`src/rtl/clk_lim_sched.sv`:
```
// -----------------------------------------------------------------------------
// clk_lim_sched
// Steps a set of debug clock dividers through every combination of limit words
// drawn from a fixed 7-entry table (2^1, 2^2, 2^4, 2^6, 2^10, 2^12, 2^16).
// Each advance is made safe by draining the datapath first (req_quiet /
// quiet_ack), then updating the indices as an odometer, then holding the
// divider counters frozen (changing) for a settle period.
//
// Ports
//   i_clk      : single clock, all state in this domain
//   reset      : asynchronous, active-low
//   enable     : allows dwell-driven automatic advance
//   step       : one-cycle pulse requesting a manual advance (honoured in RUN only)
//   quiet_ack  : datapath reports no transfer in flight
//   req_quiet  : asks the datapath to stop starting transfers
//   changing   : freezes divider counters while high
//   lims       : limit word of divider k at [k*CLK_WDH +: CLK_WDH]
//   lim_idxs   : table index of divider k at [k*3 +: 3]
//   wrap       : one-cycle pulse when every index rolls over to zero
//   tmo_err    : sticky, set when a drain gave up waiting for quiet_ack
// -----------------------------------------------------------------------------
module clk_lim_sched #(
   parameter int CLK_WDH   = 17,
   parameter int NUM_CLKS  = 4,
   parameter int DWELL     = 250000,
   parameter int DRAIN_TMO = 1024,
   parameter int SETTLE    = 16
) (
   input  logic                         i_clk,
   input  logic                         reset,
   input  logic                         enable,
   input  logic                         step,
   input  logic                         quiet_ack,
   output logic                         req_quiet,
   output logic                         changing,
   output logic [NUM_CLKS*CLK_WDH-1:0]  lims,
   output logic [NUM_CLKS*3-1:0]        lim_idxs,
   output logic                         wrap,
   output logic                         tmo_err
);

   localparam int DW = (DWELL     > 1) ? $clog2(DWELL)     : 1;
   localparam int TW = (DRAIN_TMO > 1) ? $clog2(DRAIN_TMO) : 1;
   localparam int SW = (SETTLE    > 1) ? $clog2(SETTLE)    : 1;

   localparam logic [DW-1:0] DWELL_LAST  = DW'(DWELL - 1);
   localparam logic [TW-1:0] DRAIN_LAST  = TW'(DRAIN_TMO - 1);
   localparam logic [SW-1:0] SETTLE_LAST = SW'(SETTLE - 1);
   localparam logic [DW-1:0] DWELL_ONE   = DW'(1);
   localparam logic [TW-1:0] DRAIN_ONE   = TW'(1);
   localparam logic [SW-1:0] SETTLE_ONE  = SW'(1);

   typedef enum logic [1:0] {
      ST_RUN    = 2'd0,
      ST_DRAIN  = 2'd1,
      ST_UPDATE = 2'd2,
      ST_SETTLE = 2'd3
   } state_e;

   // Limit word for a table index; zero-extended or truncated to CLK_WDH.
   function automatic logic [CLK_WDH-1:0] lim_of(input logic [2:0] idx);
      logic [31:0] v;
      case (idx)
         3'd0:    v = 32'h0000_0002;
         3'd1:    v = 32'h0000_0004;
         3'd2:    v = 32'h0000_0010;
         3'd3:    v = 32'h0000_0040;
         3'd4:    v = 32'h0000_0400;
         3'd5:    v = 32'h0000_1000;
         3'd6:    v = 32'h0001_0000;
         default: v = 32'h0000_0000;
      endcase
      return CLK_WDH'(v);
   endfunction

   state_e               state_q;
   logic [DW-1:0]        dwell_q;
   logic [TW-1:0]        drain_q;
   logic [SW-1:0]        settle_q;
   logic [2:0]           idx_q [NUM_CLKS];
   logic [2:0]           idx_d [NUM_CLKS];
   logic [CLK_WDH-1:0]   lim_q [NUM_CLKS];
   logic [CLK_WDH-1:0]   lim_d [NUM_CLKS];
   logic                 req_quiet_q;
   logic                 changing_q;
   logic                 wrap_q;
   logic                 wrap_d;
   logic                 tmo_err_q;
   logic                 carry_s;

   // Odometer increment of the index set and the matching limit words.
   always_comb begin
      carry_s = 1'b1;
      for (int k = 0; k < NUM_CLKS; k++) begin
         if (carry_s) begin
            if (idx_q[k] == 3'd6) begin
               idx_d[k] = 3'd0;
               carry_s  = 1'b1;
            end else begin
               idx_d[k] = idx_q[k] + 3'd1;
               carry_s  = 1'b0;
            end
         end else begin
            idx_d[k] = idx_q[k];
         end
         lim_d[k] = lim_of(idx_d[k]);
      end
      // Carry out of the last index means every index just rolled to zero.
      wrap_d = carry_s;
   end

   // Scheduler FSM with all outputs registered.
   always_ff @(posedge i_clk or negedge reset) begin
      if (!reset) begin
         state_q     <= ST_RUN;
         dwell_q     <= '0;
         drain_q     <= '0;
         settle_q    <= '0;
         req_quiet_q <= 1'b0;
         changing_q  <= 1'b0;
         wrap_q      <= 1'b0;
         tmo_err_q   <= 1'b0;
         for (int k = 0; k < NUM_CLKS; k++) begin
            idx_q[k] <= 3'd0;
            lim_q[k] <= lim_of(3'd0);
         end
      end else begin
         wrap_q <= 1'b0;
         case (state_q)
            ST_RUN: begin
               // A step coinciding with the dwell terminal is one advance.
               if (step || (enable && (dwell_q == DWELL_LAST))) begin
                  state_q     <= ST_DRAIN;
                  dwell_q     <= '0;
                  drain_q     <= '0;
                  req_quiet_q <= 1'b1;
               end else if (enable) begin
                  dwell_q <= dwell_q + DWELL_ONE;
               end else begin
                  dwell_q <= dwell_q;
               end
            end
            ST_DRAIN: begin
               if (quiet_ack || (drain_q == DRAIN_LAST)) begin
                  state_q    <= ST_UPDATE;
                  changing_q <= 1'b1;
                  wrap_q     <= wrap_d;
                  for (int k = 0; k < NUM_CLKS; k++) begin
                     idx_q[k] <= idx_d[k];
                     lim_q[k] <= lim_d[k];
                  end
                  if (!quiet_ack) begin
                     tmo_err_q <= 1'b1;
                  end else begin
                     tmo_err_q <= tmo_err_q;
                  end
               end else begin
                  drain_q <= drain_q + DRAIN_ONE;
               end
            end
            ST_UPDATE: begin
               state_q  <= ST_SETTLE;
               settle_q <= '0;
            end
            ST_SETTLE: begin
               if (settle_q == SETTLE_LAST) begin
                  state_q     <= ST_RUN;
                  changing_q  <= 1'b0;
                  req_quiet_q <= 1'b0;
               end else begin
                  settle_q <= settle_q + SETTLE_ONE;
               end
            end
            default: begin
               state_q     <= ST_RUN;
               changing_q  <= 1'b0;
               req_quiet_q <= 1'b0;
            end
         endcase
      end
   end

   for (genvar g = 0; g < NUM_CLKS; g++) begin : g_pack
      assign lims[g*CLK_WDH +: CLK_WDH] = lim_q[g];
      assign lim_idxs[g*3 +: 3]         = idx_q[g];
   end

   assign req_quiet = req_quiet_q;
   assign changing  = changing_q;
   assign wrap      = wrap_q;
   assign tmo_err   = tmo_err_q;

endmodule

```
`config.mk`:
```
export PLATFORM = sky130hd
export DESIGN_NAME = clk_lim_sched
export DESIGN_NICKNAME = d
export VERILOG_FILES = /design/src/rtl/clk_lim_sched.sv
export SDC_FILE = /design/constraint.sdc
export NUM_CORES = 1
export LEC_CHECK = 0
export CAP_MARGIN = 15
export CORE_MARGIN = 4
export CORE_UTILIZATION = 46
export CTS_CLUSTER_SIZE = 30
export DETAILED_ROUTE_END_ITERATION = 16
export PLACE_DENSITY = 0.76
export RECOVER_POWER = 50
export SLEW_MARGIN = 40
export SYNTH_ARGS = -nofsm -noshare
export SYNTH_HDL_FRONTEND = slang
export SYNTH_SLANG_ARGS = --single-unit
```
`constraint.sdc`:
```
create_clock -name i_clk -period 2.3 [get_ports i_clk]
set_clock_uncertainty 0.15 [all_clocks]
set_input_delay 0.23 -clock i_clk [delete_from_list [all_inputs] [get_ports i_clk]]
set_output_delay 0.23 -clock i_clk [all_outputs]
set_load 0.005 [all_outputs]
```
* Word-level counts from Yosys, hierarchy flattened *
Index checks and enable logic that the tools add are counted.

word-level totals
  input port bits = 5
  flip-flop bits (word level) = 118
  output and inout port bits = 84
  word-level logic and storage cells = 120

operators by class
  mux-type cells = 36
  bitwise gates (word level) = 1
  equality and inequality tests = 39
  reductions and logical operators = 21
  add/sub/neg operators = 7

operators with widths
  cell                     number
  $pmux W17 S7             4
  $eq A3 B3 Y1 const B     16
  $mux W18                 2
  $eq A3 B2 Y1 const B     8
  $mux W3                  7
  $mux W10                 2
  $pmux W10 S2             1
  $add A18 B1 Y18 const B  1
  $eq A18 B18 Y1 const B   1
  $reduce_and A3 Y1        5
  $add A3 B1 Y3 const B    4
  $eq A3 B1 Y1 const B     4
  $logic_not A3 Y1         4
  $mux W1                  12
  $add A10 B1 Y10 const B  1
  $eq A10 B10 Y1 const B   1
  $ne A2 B2 Y1 const B     5
  $reduce_bool A2 Y1       5
  $pmux W2 S4              1
  $pmux W4 S2              1
  $mux W2                  3
  $reduce_and A2 Y1        3
  $add A4 B1 Y4 const B    1
  $eq A2 B2 Y1 const B     2
  other kinds (8)          10

* Logic depth before layout (Yosys ltp) *
  depth after elaboration = 7
  gate-level depth with buffers = 9
  mapped depth without buffers = 7

* Worst setup path after synthesis *
No wires, ideal clock.

  path kind = reg-to-reg
  start point = register state_q[1]
  end point = register drain_q[7]
  setup time = 0.078 ns
  arrival = 2.214 ns
  buffers on the path = 1
  path slack = -0.142 ns
  data required time = 2.072 ns
  clock period less this slack = 2.442 ns
  stages on the path, launching flop included = 9
  cells stage by stage = dfrtp_1 inv_1 ha_1 clkbuf_2 and2_0 a32o_1 or4_1 or4_1 a21oi_1

between the ends
  longest elaborated chain between the ends = 3
  elaborated cells on any way between the ends = 7
  those cells by class = 3 x eq/ne; 1 x mux; 3 x reduce/logical

ends and longest elaborated chain
  item                                                                 RTL line  text
  from (decl)                                                          76        state_e state_q;
  from (signal assigned)                                               115       state_q <= ST_RUN;
  from (signal assigned)                                               133       state_q <= ST_DRAIN;
  from (signal assigned)                                               145       state_q <= ST_UPDATE;
  $eq A2 B1 Y1 / $logic_not A2 Y1 (equally long branches)              129       case (state_q)
  $ne A2 B2 Y1 (no line) / $reduce_bool A2 Y1 (equally long branches)  --
  $reduce_and A3 Y1 (no line)                                          --
  to (signal assigned)                                                 158       drain_q <= drain_q + DRAIN_ONE;
  to (decl)                                                            78        logic [TW-1:0] drain_q;

Several ways; a longest one is shown, not always the timed one.
A chain may end at the register's enable or synchronous reset.

* Final worst setup path *
  start point = register state_q[0]
  end point = register drain_q[9]

Same word-level chain as after synthesis.

==> summary.md <==
| Metric | Value |
|---|---|
| Outcome | `finished clean` |
| Via density per instance | `5.30` |
| Peak Freq | `446 MHz` |
| Final WL | `9270 um` |
| I/O pin cnt | `89` |
| Seq/Total Area, Yosys | `46.2%` |
| Fill count | `755` |
| Post-route minimum period | `2.24 ns` |
| Worst-path maximum fanout | `4` |
| Post-synthesis mux area share | `between 1.5 and 2%` |
| R2R Setup Slk | `0.06 ns` |
| Peak supply drop | `0.000645 V` |
| Predominant post-synthesis flop cell | `dfrtp_1` |
| TritonCTS clock tree | `built` |
| Hold Worst Slack | `0.320 ns` |
| TritonCTS Buffers | `9` |
| PwrDens | `852 nW/um^2` |
| Routed Antenna Nets | `0` |
| Synthesized area | `between 4000 and 5000 sq um` |
| Hold Vio Cnt, Final | `0` |
| Max_cap viols | `0` |
| Die Wd | `around 100 um` |
| Initial Utilization | `between 40% and 50%` |
| Clock slew at reported path FFs | `~0.080 ns` |
| R2R Path Start | `state_q[0]` |
| Leak | `between 2 and 2.5 nW` |
| Global placement routability congestion | `0.863` |
| Worst-path cell chain | `ha_4 -> and2_4 -> buf_4 -> a32oi_4 -> nand3b_1 -> or4_4 -> a21oi_2` |
| Maximum number of pins on one net before global-route repair | `37` |
| EDFF count, synth | `0` |
| Fin cells | `643` |
| # DRC | `0` |
| Vias in the first global route | `3419` |
| Compound-Gate Fraction of Synth Area | `13.4%` |
| H-tree levels | `3` |
| Initial antenna violation count | `0` |
| Synth unique cells | `52` |
| Largest family of logic cells by synthesized area | `simple AND/OR/NAND/NOR gates` |
| Port Buffer Count | `48` |
| Final HPWL DP | `6540 um` |
| Synth area leader | `dfrtp_1` |
| Slew Limit Headroom | `about 37%` |
| Post-Synth Adder-Cell Area | `approximately 2.4%` |
| Syn. warnings | `0` |
| Syn avg cell area | `~9.2 sq um` |
| Max Root-Sink Buffers | `2` |
| Worst slew pin tran | `0.942 ns` |
| Vias post-DR | `3411` |
| Grt total ovfl | `0` |
| CP endpoint | `drain_q[9]` |
| Tot Pwr | `roughly 4.4 mW` |
| Setup_tns | `0 ns` |
| Die Span Y | `between 100 and 150 um` |
| DR iter-0 viols | `150` |
| CP Capture Type | `register` |
| Post-Place Cells | `619` |
| Layout cells sized above 1 | `15.1%` |
| Crit path launch | `state_q[0]` |
| Die footprint | `10800 sq um` |
| CTS root buffer | `clkbuf_8` |
| Synth Area in Simple Gates | `a little over a fifth` |
| Layout area overhead | `22.0%` |
| First-pass GRT wire length | `15900 um` |
| # rows | `34` |
| WP data arrival | `2.37 ns` |
| Worst hold path type | `register to register` |
| Final period utilization | `97.4%` |
| Critical Path Source Type | `register` |
| Max Slew Vio Count | `0` |
| Synth top area cells | `dfrtp_1, buf_4, nand2_1` |
| Clock Sinks | `78` |
| Worst r2r dst | `drain_q[9]` |
| DR WL/cell | `14.4 um` |
| Top-area cell type share of the netlist area | `43.7%` |
| #FFs+latches synth | `78` |
| Post-synth ARST share | `100%` |
| Syn Inst Count | `459` |
| Critical Path RT | `about 2.4 ns` |
| Skew-Pair Late Insertion Delay | `0.35 ns` |
| Crit Path Category | `register to register` |
| TritonRoute pass-1 iters | `4` |
| Tot GR Track Use | `17.5%` |
| Slowest cell on the critical path | `or4_4` |
| CP peak stage delay | `0.55 ns` |
| Antenna cells | `0` |
| Final #Nets | `543` |
| Core area | `8850 sq um` |
| R2r worst-path depth | `7` |
| Synth Area in XOR/XNOR | `under 10%` |
| Final setup viols | `0` |
==> state kept, by name, summed over array words and instances, names as in the netlist, 2 cells and up <==
signal    count
drain_q      10
lim_idxs     12
lims         28
state_q       2
settle_q      4
dwell_q      18
==> layer usage <==
metal	global-route usage, %	vias to the layer above	wire, um
met5	0	-	0
met4	5.22	0	70
met3	3.85	7	438
met2	29.0	84	4560
met1	22.9	1642	4200
li1	-	1678	-
==> layout by cell type (no fill, tap or decap), types with 5 or more instances in the layout <==
cell             count
xor2_1              14
clkdlybuf4s50_1     30
nand2_1             60
a21oi_1             12
o41ai_1              8
buf_4               34
ha_1                 6
dlygate4sd3_1       18
o31ai_1             14
xnor2_1              6
conb_1              40
nor2_1              33
nand3_1             19
nor4_1               6
clkbuf_8             9
a31oi_1              7
mux2_2               5
or3_1                5
dfrtp_1             74
nor3_1               7
nand4_1              8
o21ai_0             31
nand2b_1             9
inv_1               11
==> area by class of cell <==
type	instances	area (sq um)	area share (%)
clock inverters	5	85.1	1.65
well taps	108	135	2.62
multi-input cells	341	2030	39.3
inverters	13	48.8	0.945
flip-flops and latches	78	1960	37.9
repair buffers	87	778	15.1
clock buffers	11	131	2.54
==> cell usage after synthesis (all sizes together) (9+ instances only) <==
| cell | instances |
|---|---|
| nand2 | 60 |
| clkbuf | 19 |
| nand3 | 19 |
| dfrtp | 74 |
| nor2 | 33 |
| o31ai | 14 |
| xor2 | 14 |
| buf | 47 |
| a21oi | 15 |
| o21ai | 31 |
| inv | 13 |
| nand2b | 9 |
==> critical path: cells and delay by family (launching register included) <==
| family | cells | cell delay (ns) |
|---|---|---|
| and+or+nand+nor | 3 | 0.88 |
| buffers and inverters | 1 | 0.13 |
| DFF | 1 | 0.43 |
| AOI/OAI and AO/OA | 2 | 0.40 |
| adders and majority gates | 1 | 0.19 |
==> power by group <==
| group | total [mW] | switching, mW | leakage [nW] | internal (mW) |
|---|---|---|---|---|
| Combinational | 1.50 | 0.790 | 1.18 | 0.709 |
| Sequential | 1.78 | 0.170 | 1.05 | 1.61 |
| Clock | 1.12 | 0.507 | 0.104 | 0.616 |
==> worst min-delay path by stage <==
stage	start	endpoint	slack [ns]	depth (start not counted)
floorplan	reset	changing	-0.22	0
global placement	reset	dwell_q[11]	0.08	1
detailed placement	reset	dwell_q[11]	0.08	1
CTS	reset	dwell_q[11]	0.24	2
global route	lims[35]	lims[35]	0.35	2
finish	lims[53]	lims[53]	0.32	2
==> through the flow <==
| step | setup slack [ns] | util (%) | area (sq um) |
|---|---|---|---|
| finish | 0.0591 | 58.4 | 5160 |
| global route | -0.0127 | 58.4 | 5160 |
| CTS | 0.0377 | 57.5 | 5090 |
| detailed placement | -0.0825 | 54.8 | 4850 |
| global placement | -0.00892 | 54.8 | 4850 |
| floorplan | 0.000415 | - | 4400 |
==> repair_timing <==
action,in CTS,in global routing
hold buffers,1,0
endpoints found under the hold margin,33,0
resized for setup,2,15
setup buffers,1,6
pin swaps,1,5
setup endpoints to repair,9,10
cloned,0,0
==> cell families (layout without fill, tap and decap cells) <==
kind of cell,after synthesis,in the layout
AOI/OAI and AO/OA,89,89
xor gates and xnor gates,20,20
adders and majority gates,8,8
buffers and inverters,79,116
DFF,78,78
muxes,7,7
other,1,40
and+or+nand+nor,177,177
(Power assumes the default switching activity.)
